--- config.mk ---
export PLATFORM = sky130hd
export DESIGN_NAME = display_scan_controller
export DESIGN_NICKNAME = d
export VERILOG_FILES = /design/src/rtl/display_scan_controller_pkg.sv /design/src/rtl/scan_prescaler.sv /design/src/rtl/display_scan_controller.sv
export SDC_FILE = /design/constraint.sdc
export NUM_CORES = 1
export LEC_CHECK = 0
export CORE_ASPECT_RATIO = 0.9
export CORE_UTILIZATION = 40
export CTS_CLUSTER_SIZE = 28
export DETAILED_ROUTE_END_ITERATION = 10
export GPL_TIMING_DRIVEN = 0
export PLACE_DENSITY = 0.7
export SKIP_LAST_GASP = 1
export SYNTH_ARGS = -nofsm -noshare
export SYNTH_HDL_FRONTEND = slang
export SYNTH_HIERARCHICAL = 1
export SYNTH_SLANG_ARGS = --single-unit
--- constraint.sdc ---
create_clock -name clk -period 3.7 [get_ports clk]
set_input_delay 0.555 -clock clk [delete_from_list [all_inputs] [get_ports clk]]
set_output_delay 0.555 -clock clk [all_outputs]
set_load 0.005 [all_outputs]
--- src/rtl/display_scan_controller_pkg.sv ---
// Shared constants and state encoding for the multiplexed seven-segment scan controller.
package display_scan_controller_pkg;

    localparam int DIGIT_W    = 4;
    localparam int MAX_DIGITS = 8;

    // Sliced down to NUM_DIGITS by the user; common-anode selects are active low.
    localparam logic [MAX_DIGITS-1:0] SEL_OFF = '1;

    typedef enum logic {
        ST_OFF  = 1'b0,
        ST_SCAN = 1'b1
    } scan_state_e;

endpackage

--- src/rtl/scan_prescaler.sv ---
// Slot-duration counter: counts 0..PRESCALE-1 while running and flags the last count of each slot.
module scan_prescaler #(
    parameter int PRESCALE = 50000
) (
    input  logic clk,
    input  logic reset,
    input  logic clear,
    output logic tick
);

    localparam int CNT_W = (PRESCALE > 1) ? $clog2(PRESCALE) : 1;
    localparam logic [CNT_W-1:0] LAST = CNT_W'(PRESCALE - 1);

    logic [CNT_W-1:0] count_q, count_d;

    always_comb begin
        count_d = count_q;
        tick    = 1'b0;
        if (clear) begin
            count_d = '0;
        end else if (count_q == LAST) begin
            count_d = '0;
            tick    = 1'b1;
        end else begin
            count_d = count_q + 1'b1;
        end
    end

    always_ff @(posedge clk or posedge reset) begin
        if (reset) begin
            count_q <= '0;
        end else begin
            count_q <= count_d;
        end
    end

endmodule

--- src/rtl/display_scan_controller.sv ---
// Time-multiplexes one hex decoder across NUM_DIGITS common-anode digits, committing
// newly loaded values only at frame boundaries so a frame never mixes old and new digits.
module display_scan_controller
    import display_scan_controller_pkg::*;
#(
    parameter int NUM_DIGITS = 4,
    parameter int PRESCALE   = 50000
) (
    input  logic                          clk,
    input  logic                          reset,
    input  logic                          en,
    input  logic                          blank_lz,
    input  logic                          load,
    input  logic [DIGIT_W*NUM_DIGITS-1:0] value,
    output logic                          ack,
    output logic [DIGIT_W-1:0]            digit_code,
    output logic [NUM_DIGITS-1:0]         digit_sel,
    output logic                          frame_start
);

    localparam int VAL_W = DIGIT_W * NUM_DIGITS;
    localparam int IDX_W = (NUM_DIGITS > 1) ? $clog2(NUM_DIGITS) : 1;
    localparam logic [IDX_W-1:0] LAST_IDX = IDX_W'(NUM_DIGITS - 1);

    scan_state_e             state_q, state_d;
    logic [IDX_W-1:0]        idx_q, idx_d;
    logic [VAL_W-1:0]        display_q, display_d;
    logic [VAL_W-1:0]        shadow_q, shadow_d;
    logic                    pending_q, pending_d;
    logic                    ack_q, ack_d;
    logic                    frame_start_q, frame_start_d;
    logic [DIGIT_W-1:0]      digit_code_q, digit_code_d;
    logic [NUM_DIGITS-1:0]   digit_sel_q, digit_sel_d;

    logic                    clear;
    logic                    tick;
    logic                    running;
    logic                    boundary;
    logic                    commit;
    logic                    zero_run;
    logic [NUM_DIGITS-1:0]   lz_blank;

    assign running = (state_q == ST_SCAN) && en;
    assign clear   = !running;

    scan_prescaler #(
        .PRESCALE (PRESCALE)
    ) u_prescaler (
        .clk   (clk),
        .reset (reset),
        .clear (clear),
        .tick  (tick)
    );

    // Outputs are registered from the next-cycle slot so the pins line up with the slot being entered.
    always_comb begin
        state_d       = en ? ST_SCAN : ST_OFF;
        idx_d         = '0;
        boundary      = 1'b0;
        if (running) begin
            idx_d = idx_q;
            if (tick) begin
                idx_d    = (idx_q == LAST_IDX) ? '0 : idx_q + 1'b1;
                boundary = (idx_q == LAST_IDX);
            end
        end

        // A load arriving with a commit refills the shadow and stays pending for the next frame.
        commit        = pending_q && (boundary || (state_q == ST_OFF));
        display_d     = commit ? shadow_q : display_q;
        shadow_d      = load ? value : shadow_q;
        pending_d     = load || (pending_q && !commit);
        ack_d         = commit;
        frame_start_d = (state_d == ST_SCAN) && ((state_q == ST_OFF) || boundary);

        lz_blank = '0;
        zero_run = 1'b1;
        for (int i = NUM_DIGITS - 1; i >= 1; i--) begin
            zero_run    = zero_run && (display_d[i*DIGIT_W +: DIGIT_W] == '0);
            lz_blank[i] = zero_run;
        end

        digit_code_d = '0;
        digit_sel_d  = SEL_OFF[NUM_DIGITS-1:0];
        if (state_d == ST_SCAN) begin
            digit_code_d = display_d[int'(idx_d)*DIGIT_W +: DIGIT_W];
            if (!(blank_lz && lz_blank[idx_d])) begin
                digit_sel_d[idx_d] = 1'b0;
            end
        end
    end

    always_ff @(posedge clk or posedge reset) begin
        if (reset) begin
            state_q       <= ST_OFF;
            idx_q         <= '0;
            display_q     <= '0;
            shadow_q      <= '0;
            pending_q     <= 1'b0;
            ack_q         <= 1'b0;
            frame_start_q <= 1'b0;
            digit_code_q  <= '0;
            digit_sel_q   <= SEL_OFF[NUM_DIGITS-1:0];
        end else begin
            state_q       <= state_d;
            idx_q         <= idx_d;
            display_q     <= display_d;
            shadow_q      <= shadow_d;
            pending_q     <= pending_d;
            ack_q         <= ack_d;
            frame_start_q <= frame_start_d;
            digit_code_q  <= digit_code_d;
            digit_sel_q   <= digit_sel_d;
        end
    end

    assign ack         = ack_q;
    assign frame_start = frame_start_q;
    assign digit_code  = digit_code_q;
    assign digit_sel   = digit_sel_q;

endmodule

* Word level (Yosys, flattened, before mapping)
Cells that the tools add are included.
** Word-level totals
- Logic and storage cells :: 51
- Input bits :: 21
- Output and inout bits :: 10
- Register bits :: 62
** Operators by class
- Equality and inequality tests :: 2
- Reductions and logical operators :: 14
- Add/sub/neg operators :: 2
- Multiplexer cells :: 18
- $lt $le $gt $ge :: 2
- Shift-type cells :: 1
- Bitwise gates (word level) :: 2
** Operator list (count)
- $mux 16 :: 3
- $add 16x1->16 const B :: 1
- $eq 16x16->1 const B :: 1
- $shiftx 16x5->4 :: 1
- $logic_not 4->1 :: 3
- $mux 4 :: 3
- $logic_and 1x1->1 :: 8
- $mux 1 :: 7
- $mux 2 :: 3
- $not 4->4 :: 1
- $lt 2x3->1 const B :: 1
- $add 2x1->2 const B :: 1
- $bmux 1 s2 :: 1
- $demux 1 s2 :: 1
- $eq 2x2->1 const B :: 1
- $ge 2x1->1 const B :: 1
- $logic_or 1x1->1 :: 2
- $logic_not 1->1 :: 1
- $not 1->1 :: 1

* Logic depth before layout (Yosys ltp)
Gate-level depths: netlist of run 1.
- Depth after elaboration :: 16
- Gate-level depth with buffers :: 12
- Depth with buffers taken out :: 9

* Cells and area by module
Netlist of run 1, hierarchy kept.
** By module, submodules not included
- display_scan_controller :: times used 1, cells an instance 145, area each 2018.2 µm², sequential area each 1156.1 µm²
- scan_prescaler :: times used 1, cells an instance 82, area each 798.3 µm², sequential area each 400.4 µm²

* Worst setup path before layout of run 1
OpenSTA, ideal clock, no wires.
- Path kind :: flip-flop to flip-flop
- From :: register u_prescaler.count_q[0]
- To :: register digit_code_q[0], in the netlist digit_code[0]
- Period minus slack after synthesis :: 2.727 ns
- Data required time :: 3.581 ns
- Path slack :: 0.973 ns
- Buffers on the path :: 2
- Stages on the path, launching flop included :: 12
- Setup time :: 0.119 ns
- Arrival :: 2.608 ns
- Cell sequence :: dfrtp_1 > ha_1 > and3_1 > nand4_1 > nor2_1 > buf_6 > nand3_2 > a21boi_4 > buf_6 > mux2_4 > mux4_1 > and2_1
** On the way
- Cells in the longest elaborated chain, start to end :: 10
- Elaborated cells between the ends (all ways) :: 12
- Those cells by class :: eq/ne (1); shift (1); mux (8); reduce/logical (2)
** Ends and longest elaborated chain
- start, declared :: RTL line scan_prescaler.sv:14 : logic [CNT_W-1:0] count_q, count_d;
- start signal, assigned :: RTL line scan_prescaler.sv:33 : count_q <= count_d;
- $eq 16x16->1 :: RTL line scan_prescaler.sv:21 : end else if (count_q == LAST) begin
- $mux 1 :: RTL line scan_prescaler.sv:21
- $mux 1 :: RTL line scan_prescaler.sv:19 : if (clear) begin
- named net tick :: RTL line display_scan_controller.sv:36 : logic tick;
- $mux 1 :: RTL line display_scan_controller.sv:62 : if (tick) begin
- $mux 1 :: RTL line display_scan_controller.sv:60 : if (running) begin
- $logic_or 1x1->1 :: RTL line display_scan_controller.sv:69 : commit = pending_q && (boundary || (state_q == ST_OFF));
- $logic_and 1x1->1 :: RTL line display_scan_controller.sv:69
- $mux 16 :: RTL line display_scan_controller.sv:70 : display_d = commit ? shadow_q : display_q;
- named net display_d[0] :: RTL line display_scan_controller.sv:27 : logic [VAL_W-1:0] display_q, display_d;
- $shiftx 16x5->4 :: RTL line display_scan_controller.sv:86 : digit_code_d = display_d[int'(idx_d)*DIGIT_W +: DIGIT_W];
- $mux 4 :: RTL line display_scan_controller.sv:85 : if (state_d == ST_SCAN) begin
- named net digit_code_d[0] :: RTL line display_scan_controller.sv:32 : logic [DIGIT_W-1:0] digit_code_q, digit_code_d;
- end signal, assigned :: RTL line display_scan_controller.sv:112 : digit_code_q <= digit_code_d;
- end, declared :: RTL line display_scan_controller.sv:32
The timed path passes the listed nets, and every way through them passes these cells.
A chain may end at the register's enable or synchronous reset.

* Final worst setup path of run 1
- From :: input port en
- To :: register digit_code_q[1], in the netlist digit_code[1]
** On the way
- Cells in the longest elaborated chain, start to end :: 9
- Elaborated cells between the ends (all ways) :: 12
- Those cells by class :: shift (1); mux (8); reduce/logical (3)
** Ends and longest elaborated chain
- start, declared :: RTL line display_scan_controller.sv:11 : input logic en,
- $logic_and 1x1->1 :: RTL line display_scan_controller.sv:43 : assign running = (state_q == ST_SCAN) && en;
- $mux 1 :: RTL line scan_prescaler.sv:19
- named net tick :: RTL line display_scan_controller.sv:36
- $mux 1 :: RTL line display_scan_controller.sv:62
- $mux 1 :: RTL line display_scan_controller.sv:60
- $logic_or 1x1->1 :: RTL line display_scan_controller.sv:69
- $logic_and 1x1->1 :: RTL line display_scan_controller.sv:69
- $mux 16 :: RTL line display_scan_controller.sv:70
- named net display_d[1] :: RTL line display_scan_controller.sv:27
- $shiftx 16x5->4 :: RTL line display_scan_controller.sv:86
- $mux 4 :: RTL line display_scan_controller.sv:85
- named net digit_code_d[1] :: RTL line display_scan_controller.sv:32
The timed path passes the listed nets, and every way through them passes these cells.

==> impl_metrics.csv, run 1 <==
group,metric,value,unit
finish,final_common_cell,"dfrtp_1",
global_route,grt_use_total,17.1,%
synthesis,syn_inst,227,
setup_path,path_max_fanout,10,
finish,fillers,609,
floorplanning,core-area,6690,sq um
finish,num_antenna_cells,0,
pwr,power.leakage,1.40,nW
sta,clock.fmax,301,MHz
global_route,grt_pass1_vias,1894,
clock_network,cts_tree,"yes",
clock_network,clk_latency,0.35,ns
setup_path,path_class,"primary input to register",
sta,finalCritPeriodShare,89.8,%
flow_run,drv_cap,0,
setup_path,slowest_delay,0.67,ns
floorplanning,dieArea,7380,sq um
clock_network,clk_path_buf_depth,2,
pwr,power_density,473,nW/um^2
synthesis,synth_area_per_cell,12.4,sq um
pwr,power.total,1.64,mW
clock_network,postCtsSetupBuffers,0,
finish,area_growth,23.1,%
clock_network,clkSlewWorstSetupHoldPaths,0.07,ns
global_route,grt_max_degree,29,
sta,tightest_slew,0.650,ns
synthesis,synth_nets,250,
clock_network,postCtsResizedCells,0,
sta,fin_crit,3.32,ns
detailed_routing,via_per_inst,5.15,
finish,regArea,1560,sq um
finish,multi_input_area,1190,sq um
clock_network,htree_levels,3,
floorplanning,die-height,81.6,microns
sta,fin_skew,0.0103,ns
synthesis,synthArstFlopShare,100,%
synthesis,ys_types,44,
detailed_routing,drt_wl_total,5410,microns
synthesis,yosys_warnings,6,
detailed_routing,antenna_left,0,
detailed_routing,drc,0,
sta,maxSlewViolCount,0,
global_route,grt_pass1_wl,9380,microns
placement,port_buffers,29,
floorplanning,rows,28,
clock_network,cts_sinks,62,
finish,final_layout_size_suffix_gt1_share,24.2,%
synthesis,synth-seq-area-share,55.3,%
pwr,vdd_drop_max,0.000237,V
sta,setup_viol,0,
clock_network,ctsHoldBuffers,0,
floorplanning,ios,31,
global_route,antenna_found_initial,0,
detailed_routing,dr.pass1.iters,4,
sta,hold_slack,0.469,ns
placement,gp_congestion,0.789,
finish,final_cell_mix,"dfrtp_1, clkdlybuf4s50_1, mux2_2, nor2_1, nand2_1",
hold_path,hp-class,"register to register",
setup_path,crit_slowest_cell,"clkdlybuf4s50_1",
clock_network,cts-root-buf,"clkbuf_8",
setup_path,path_buf_inv,4,
setup_path,cp_top_family,"buffers and inverters",
floorplanning,die_x,90.5,microns
synthesis,netlist_area,2820,sq um
sta,relSlewSlack,56.5,%
detailed_routing,vias,1868,
clock_network,numCtsBuffers,9,
setup_path,critPathRequiredTime,3.94,ns
setup_path,arrival,3.56,ns
placement,dp_hpwl,3890,microns
detailed_routing,drt_iter0_markers,37,
finish,final_nets,291,
global_route,grt-ovfl-total,0,
setup_path,worstSetupEndpointType,"register",
sta,rsz0062_at_grt,"false",
synthesis,synth_edf_count,0,
detailed_routing,wl_per_cell,14.9,microns
sta,finalHoldViolations,0,
finish,finish.utilization,51.8,%
outcome,status,"finished, final reports clean",
setup_path,crit_path_start_kind,"primary input",
floorplanning,start_util,42.1,%
synthesis,ys_seq_elements,62,
setup_path,cp_cell_sequence,"clkdlybuf4s50_1 > and2_1 > inv_1 > nor2_1 > buf_6 > nand3_2 > a21boi_4 > buf_6 > mux2_4 > mux4_1 > and2_1",
synthesis,ys.flop_type,"dfrtp_1",
## path summary, 6_finish.rpt
path	slack (ns)	start	cells past startpoint	end
min	0.47	u_prescaler/count_q[0]	1	u_prescaler/count_q[0]
min reg2reg	0.47	u_prescaler/count_q[0]	1	u_prescaler/count_q[0]
min in group asynchronous	0.58	reset	2	display_q[13]
max in group asynchronous	2.56	reset	3	digit_sel[3]
max	0.38	en	11	digit_code[1]
max reg2reg	0.62	u_prescaler/count_q[10]	10	digit_code[1]
## synthesized netlist by cell type (2+ instances only)
cell / count / area (sq um)
dfrtp_1: 58 / 1450
mux2_2: 27 / 304
nor2_1: 22 / 82.6
nand2_1: 12 / 45.0
xnor2_1: 10 / 87.6
inv_1: 8 / 30.0
nor4_1: 8 / 50.1
mux2_4: 7 / 105
o21ai_0: 6 / 30.0
nand3_1: 5 / 25.0
nand4_1: 5 / 31.3
and2_1: 4 / 25.0
dfstp_2: 4 / 105
nor3_1: 4 / 20.0
a211oi_1: 3 / 22.5
a21boi_0: 3 / 22.5
a21oi_1: 3 / 15.0
nor2b_1: 3 / 18.8
and3_1: 2 / 12.5
buf_6: 2 / 22.5
clkbuf_1: 2 / 7.51
ha_1: 2 / 25.0
mux4_1: 2 / 52.6
nand3_2: 2 / 20.0
nor4bb_1: 2 / 20.0
o21bai_1: 2 / 15.0
xor2_1: 2 / 17.5
## state kept, by name, indices dropped and copies added, names as in the netlist
register             flops
ack                      1
digit_code               4
digit_sel                4
display_q               16
frame_start              1
idx_q                    2
pending_q                1
shadow_q                16
state_q                  1
u_prescaler/count_q     16
## per-stage QoR
stage	TNS, ns	cells	cell area (sq um)	worst slack (ns)
floorplan	0	227	2820	0.973
global placement	0	346	3220	0.0538
detailed placement	-0.00699	347	3240	-0.00699
CTS	0	363	3470	0.379
global route	0	363	3470	0.252
finish	0	363	3470	0.378
## area by class of cell
type	instances	share of cell area [%]
Sequential cell	62	44.9
Multi-Input combinational cell	151	34.4
Timing Repair Buffer	30	8.95
Clock buffer	9	3.57
Tap cell	90	3.25
Clock inverter	7	2.96
Buffer	6	1.12
Inverter	8	0.866
## layer usage
layer / vias up / wire length (microns) / track usage (%)
met3: 5 / 263 / 6.67
li1: 901 / - / -
met5: - / 0 / 0
met1: 922 / 2490 / 20.9
met4: 0 / 44 / 5.81
met2: 40 / 2620 / 28.1
## power breakdown
group	switching, mW	internal (mW)
clock network	0.291	0.388
logic	0.0684	0.111
registers	0.0429	0.740
## logic make-up after synthesis
| logic type | count (synthesis) | share of synthesized area [%] |
|---|---|---|
| compound gates | 24 | 6.00 |
| xor+xnor | 12 | 3.73 |
| fa+ha+maj | 2 | 0.888 |
| buf+inv | 14 | 2.44 |
| flops | 62 | 55.3 |
| mux | 38 | 17.5 |
| simple gates | 75 | 14.1 |
No activity file was read; power rests on OpenSTA's default activity.
==> run 2: changes to the inputs <==
--- a/config.mk
+++ b/config.mk
@@ -11,7 +11,6 @@
 export DETAILED_ROUTE_END_ITERATION = 10
 export GPL_TIMING_DRIVEN = 0
 export PLACE_DENSITY = 0.7
-export SKIP_LAST_GASP = 1
 export SYNTH_ARGS = -nofsm -noshare
 export SYNTH_HDL_FRONTEND = slang
 export SYNTH_HIERARCHICAL = 1
==> results of run 2 <==
Final layout, timing and power as in run 1 (identical DEF).
==> run 3: changes to the inputs <==
--- a/config.mk
+++ b/config.mk
@@ -6,11 +6,13 @@
 export NUM_CORES = 1
 export LEC_CHECK = 0
 export CORE_ASPECT_RATIO = 0.9
+export CORE_MARGIN = 1
 export CORE_UTILIZATION = 40
 export CTS_CLUSTER_SIZE = 28
 export DETAILED_ROUTE_END_ITERATION = 10
 export GPL_TIMING_DRIVEN = 0
 export PLACE_DENSITY = 0.7
+export SKIP_CTS_REPAIR_TIMING = 1
 export SYNTH_ARGS = -nofsm -noshare
 export SYNTH_HDL_FRONTEND = slang
 export SYNTH_HIERARCHICAL = 1
==> results of run 3 <==
Final layout, timing and power as in run 1 (identical DEF).
==> RTL change 1: new RTL, settings of run 2 <==
Change the parameter `NUM_DIGITS` from 4 to 2.
--- a/src/rtl/display_scan_controller.sv
+++ b/src/rtl/display_scan_controller.sv
@@ -4,5 +4,5 @@
     import display_scan_controller_pkg::*;
 #(
-    parameter int NUM_DIGITS = 4,
+    parameter int NUM_DIGITS = 2,
     parameter int PRESCALE   = 50000
 ) (
Interface: changed (resized digit_sel and value); port bits go from 31 to 21. The function was not compared with the original's and may differ.
==> RTL change 1 against run 2 <==
Synthesized area shrank 30%; count of clock-buffer cells in the layout shrank 3; combinational power shrank 44%; setup slack gained 1.1 ns; design area shrank 32%; highest routed layer unchanged; critical endpoint is now digit_code[0]; wire length shrank 35%; power shrank 39%; sequential cell count shrank 19.
==> RTL change 1: results (changes against run 2) <==
maximum vdd drop -> 0.000178 V (was 0.000237 V)
CP delay by family, top -> compound AO/OA/AOI/OAI gates (was buffers and inverters)
Crit Path Max Fanout -> 5 (was 10)
slowest stage delay, CP -> 0.51 ns (was 0.67 ns)
Synth area leaders -> dfrtp_1, mux2_2, xnor2_1 (was dfrtp_1, mux2_2, dfstp_2)
Comb group -> 0.101 mW (was 0.179 mW)
slowest CP cell -> a21boi_0 (was clkdlybuf4s50_1)
reg-to-reg setup timing slack -> 1.47 ns (was 0.62 ns)
reported net switching power -> 0.219 mW (was 0.402 mW)
GPL Wtd Cong -> 0.806 (was 0.789)
register area share after synthesis -> 54.9% (was 55.3%)
initial drt markers -> 68 (was 37)
Post-synth top cells -> dfrtp_1, nor2_1, inv_1, nand4_1, xnor2_1 (was dfrtp_1, mux2_2, nor2_1, nand2_1, xnor2_1)
Vias per Instance -> 5.10 (was 5.15)
layout cell share with drive strength beyond 1 -> 16.8% (was 24.2%)
placed instance area -> 2230 sq um (was 3240 sq um)
Met1 Wirelength -> 1870 um (was 2490 um)
routed wl met2 -> 1430 um (was 2620 um)
DP Wirelength -> 2480 um (was 3890 um)
Clock Latency Late Sink -> 0.30 ns (was 0.35 ns)
Buffers on Ports -> 19 (was 29)
routing usage on met1 -> 23.4% (was 20.9%)
R2R Path Start -> u_prescaler/count_q[0] (was u_prescaler/count_q[10])
FF-to-FF End -> digit_code[0] (was digit_code[1])
Largest regs -> u_prescaler/count_q: 16 flops, display_q: 8 flops, shadow_q: 8 flops (was display_q: 16 flops, shadow_q: 16 flops, u_prescaler/count_q: 16 flops)
met2 Usage GRT -> 21.9% (was 28.1%)
routed len/inst -> 13.5 um (was 14.9 um)
Clock power frac -> 37.3% (was 41.4%)
Post-Syn Instances -> 169 (was 227)
Worst R2R Path Depth -> 8 (was 10)
Final nets -> 210 (was 291)
first-pass GRT wire length -> 6050 um (was 9380 um)
routed wire length -> 3490 um (was 5410 um)
status -> finished clean (unchanged)
pwr dens -> 424 nW/um^2 (was 473 nW/um^2)
Pleak -> 0.975 nW (was 1.40 nW)
Worst Hold End -> u_prescaler/count_q[0] (unchanged)
placed insts -> 250 (was 347)
H-tree lvl count -> 2 (was 3)
WP data arrival -> 2.43 ns (was 3.56 ns)
CTS Buf Count -> 5 (was 9)
Yosys cell types -> 40 (was 44)
pin count of the biggest net entering global routing -> 28 (was 29)
Slew HR -> 34.1% (was 56.5%)
met3 Usage GRT -> 4.94% (was 6.67%)
## RTL change 1: logic make-up after synthesis
| group | count (synthesis) | share of synthesized area [%] |
|---|---|---|
| flip-flops | 43 | 54.9 |
| AO/OA/AOI/OAI | 21 | 8.53 |
| buffers and inverters | 18 | 4.46 |
| adder cells (fa/ha/maj) | 2 | 1.27 |
| multiplexers | 12 | 7.64 |
| XOR/XNOR | 12 | 5.35 |
| AND/OR/NAND/NOR | 61 | 17.9 |
## RTL change 1: per-stage QoR
stage	hold slack, ns	worst slack (ns)
after CTS	0.471	1.43
after global placement	0.454	1.20
final	0.475	1.47
after floorplan	0.433	1.66
after detailed placement	0.460	1.19
after global routing	0.513	1.24
## RTL change 1: cell type report
type / count / area [sq um]
tap: 62 / 77.6
timing repair buffer: 19 / 190
multi-input combinational: 108 / 800
fill: 417 / 2220
clock inverter: 2 / 35.0
buffer: 5 / 38.8
sequential: 43 / 1080
clock buffer: 6 / 82.6
inverter: 13 / 48.8
## RTL change 1: worst reg2reg max path, cell delays in order, from the launching register on
cell and delay, ns:
dfrtp_1 0.40, ha_1 0.24, and3_1 0.23, nand4_1 0.17, nor2_1 0.07, ha_1 0.22, a21boi_0 0.51, o211ai_1 0.15
o211ai_1 0.14
## RTL change 1: how the worst max path moves through the flow
stage | startpoint | to | slack, ns | depth (start not counted)
4_1_cts | u_prescaler/count_q[0] | digit_code[2] | 1.43 | 8
6_report | u_prescaler/count_q[0] | digit_code[0] | 1.47 | 8
2_1_floorplan | u_prescaler/count_q[0] | display_q[4] | 1.66 | 9
3_3_place_gp | en | display_q[6] | 1.20 | 8
3_5_place_dp | en | display_q[6] | 1.19 | 8
5_1_grt | u_prescaler/count_q[0] | digit_code[2] | 1.24 | 8
==> RTL change 2: new RTL, config.mk and constraints of run 2 <==
Without the edit above. The output `digit_code` loses its register stage (`digit_code_q` becomes a continuous assignment).
--- a/src/rtl/display_scan_controller.sv
+++ b/src/rtl/display_scan_controller.sv
@@ -100,5 +100,4 @@
             ack_q         <= 1'b0;
             frame_start_q <= 1'b0;
-            digit_code_q  <= '0;
             digit_sel_q   <= SEL_OFF[NUM_DIGITS-1:0];
         end else begin
@@ -110,8 +109,9 @@
             ack_q         <= ack_d;
             frame_start_q <= frame_start_d;
-            digit_code_q  <= digit_code_d;
             digit_sel_q   <= digit_sel_d;
         end
     end
+
+    assign digit_code_q = digit_code_d;
 
     assign ack         = ack_q;
Check against the original RTL: not equivalent (Yosys sat finds a counterexample within 4 cycles, from zero or initial values and one cycle with reset high).
==> RTL change 2 against run 2 <==
Synthesized area shrank 0.40%; via count grew 11%; setup slack got worse by 0.23 ns; wire length grew 13%; utilization rose by 0.92 points; design area rose by 1.8%; fmax is 6.4% lower; sequential cell count decreased by 4; power is 10% lower.
==> RTL change 2: results (changes against run 2) <==
status -> finished clean (unchanged)
WP data arrival -> 2.99 ns (was 3.56 ns)
slowest CP cell -> dfrtp_1 (was clkdlybuf4s50_1)
Yosys cell types -> 44 (unchanged)
pin count of the biggest net entering global routing -> 43 (was 29)
CTS Buf Count -> 9 (unchanged)
filler instances -> 561 (was 609)
Slew @ Worst Pin -> 0.865 ns (was 0.650 ns)
Met1 Wirelength -> 2870 um (was 2490 um)
critical path launch point type -> flop (was input port)
placed instance area -> 3210 sq um (was 3240 sq um)
maximum vdd drop -> 0.000228 V (was 0.000237 V)
adder-cell share of the synthesized area -> 0.892% (was 0.888%)
routed wire length -> 6130 um (was 5410 um)
Synth area leaders -> dfrtp_1, mux2_2, o21a_1 (was dfrtp_1, mux2_2, dfstp_2)
Post-synth top cells -> dfrtp_1, mux2_2, nor2_1, o21a_1, or2_2 (was dfrtp_1, mux2_2, nor2_1, nand2_1, xnor2_1)
first-pass GRT wire length -> 10300 um (was 9380 um)
Largest regs -> display_q: 16 flops, shadow_q: 16 flops, u_prescaler/count_q: 16 flops (unchanged)
routed wl met2 -> 2790 um (was 2620 um)
Post-Synth XOR/XNOR Area -> 3.75% (was 3.73%)
CP delay by family, top -> simple AND/OR/NAND/NOR gates (was buffers and inverters)
layout cell share with drive strength beyond 1 -> 26.8% (was 24.2%)
Clock group -> 0.589 mW (was 0.679 mW)
initial drt markers -> 92 (was 37)
Met3 Wirelength -> 418 um (was 263 um)
placed insts -> 374 (was 347)
Pleak -> 1.40 nW (about the same)
uppermost routed layer -> met4 (unchanged)
Synth Area in Compound Gates -> 12.8% (was 6.00%)
routing usage on met1 -> 24.8% (was 20.9%)
Hold Path Class -> flop to flop (unchanged)
met2 Usage GRT -> 28.4% (was 28.1%)
Post-Syn Instances -> 255 (was 227)
Final nets -> 324 (was 291)
Total GRT Usage -> 18.7% (was 17.1%)
mux cell area share after synthesis -> 7.54% (was 17.5%)
part of the power in combinational logic -> 11.7% (was 10.9%)
register area share after synthesis -> 51.9% (was 55.3%)
GRT overflow -> 0 (unchanged)
Buffers on Ports -> 29 (unchanged)
slowest stage delay, CP -> 0.46 ns (was 0.67 ns)
TritonRoute pass-1 iters -> 4 (unchanged)
cell-internal power -> 1.13 mW (was 1.24 mW)
final clock skew -> 0.00874 ns (was 0.0103 ns)
DP Wirelength -> 4080 um (was 3890 um)
routed len/inst -> 15.5 um (was 14.9 um)
Comb group -> 0.172 mW (was 0.179 mW)
met3 Usage GRT -> 7.31% (was 6.67%)
GPL Wtd Cong -> 0.811 (was 0.789)
vias -> 2080 (was 1868)
synthesized net count -> 278 (was 250)
[RTL change 2: changes by cell type in the layout (fill, tap and decap cells not counted), sizes merged, moves of 6 or more]
| cell | change |
|---|---|
| buf | +6 |
| clkbuf | +9 |
| mux2 | -17 |
| nor3b | +15 |
| o21a | +17 |
| o21ai | +12 |
| or2 | +17 |
[RTL change 2: what timing repair did]
item | in CTS | in global routing
endpoints found under the hold margin | 0 | 0
pin swaps | 5 | 1
hold buffers | 0 | 0
setup buffers | 6 | 0
setup endpoints to repair | 4 | 3
resized for setup | 24 | 6
[RTL change 2: worst reg2reg max path, stage by stage, from the launching register on]
cell      delay, ns
dfrtp_1        0.46
nor4bb_1       0.30
nand4_1        0.21
nor2_4         0.22
or3b_4         0.45
a211oi_4       0.38
buf_4          0.19
a211oi_2       0.04
o31ai_1        0.30
[RTL change 2: through the flow]
stage | setup slack (ns) | util [%]
final | 0.153 | 52.7
after global routing | -0.000203 | 52.7
after CTS | 0.122 | 52.6
after detailed placement | -0.589 | 47.9
after global placement | -0.497 | 47.9
after floorplan | 0.872 | -
[RTL change 2: path summary, 6_finish.rpt]
path,endpoint,slack (ns),depth (start not counted)
min reg2reg,u_prescaler/count_q[0],0.47,1
max,digit_code[0],0.15,10
max reg2reg,digit_sel[1],1.05,8
min,u_prescaler/count_q[0],0.47,1
max in group asynchronous,display_q[14],2.41,2
min in group asynchronous,u_prescaler/count_q[11],0.63,2
[RTL change 2: layout make-up]
type                       count  area [sq um]  area share [%]
buffer                        11          55.1            1.56
clock buffer                  14           163            4.61
timing repair buffer          35           329            9.33
multi-input combinational    179          1350            38.3
inverter                       7          26.3           0.745
clock inverter                 2          35.0           0.993
sequential                    58          1460            41.3
tap                           90           113            3.19
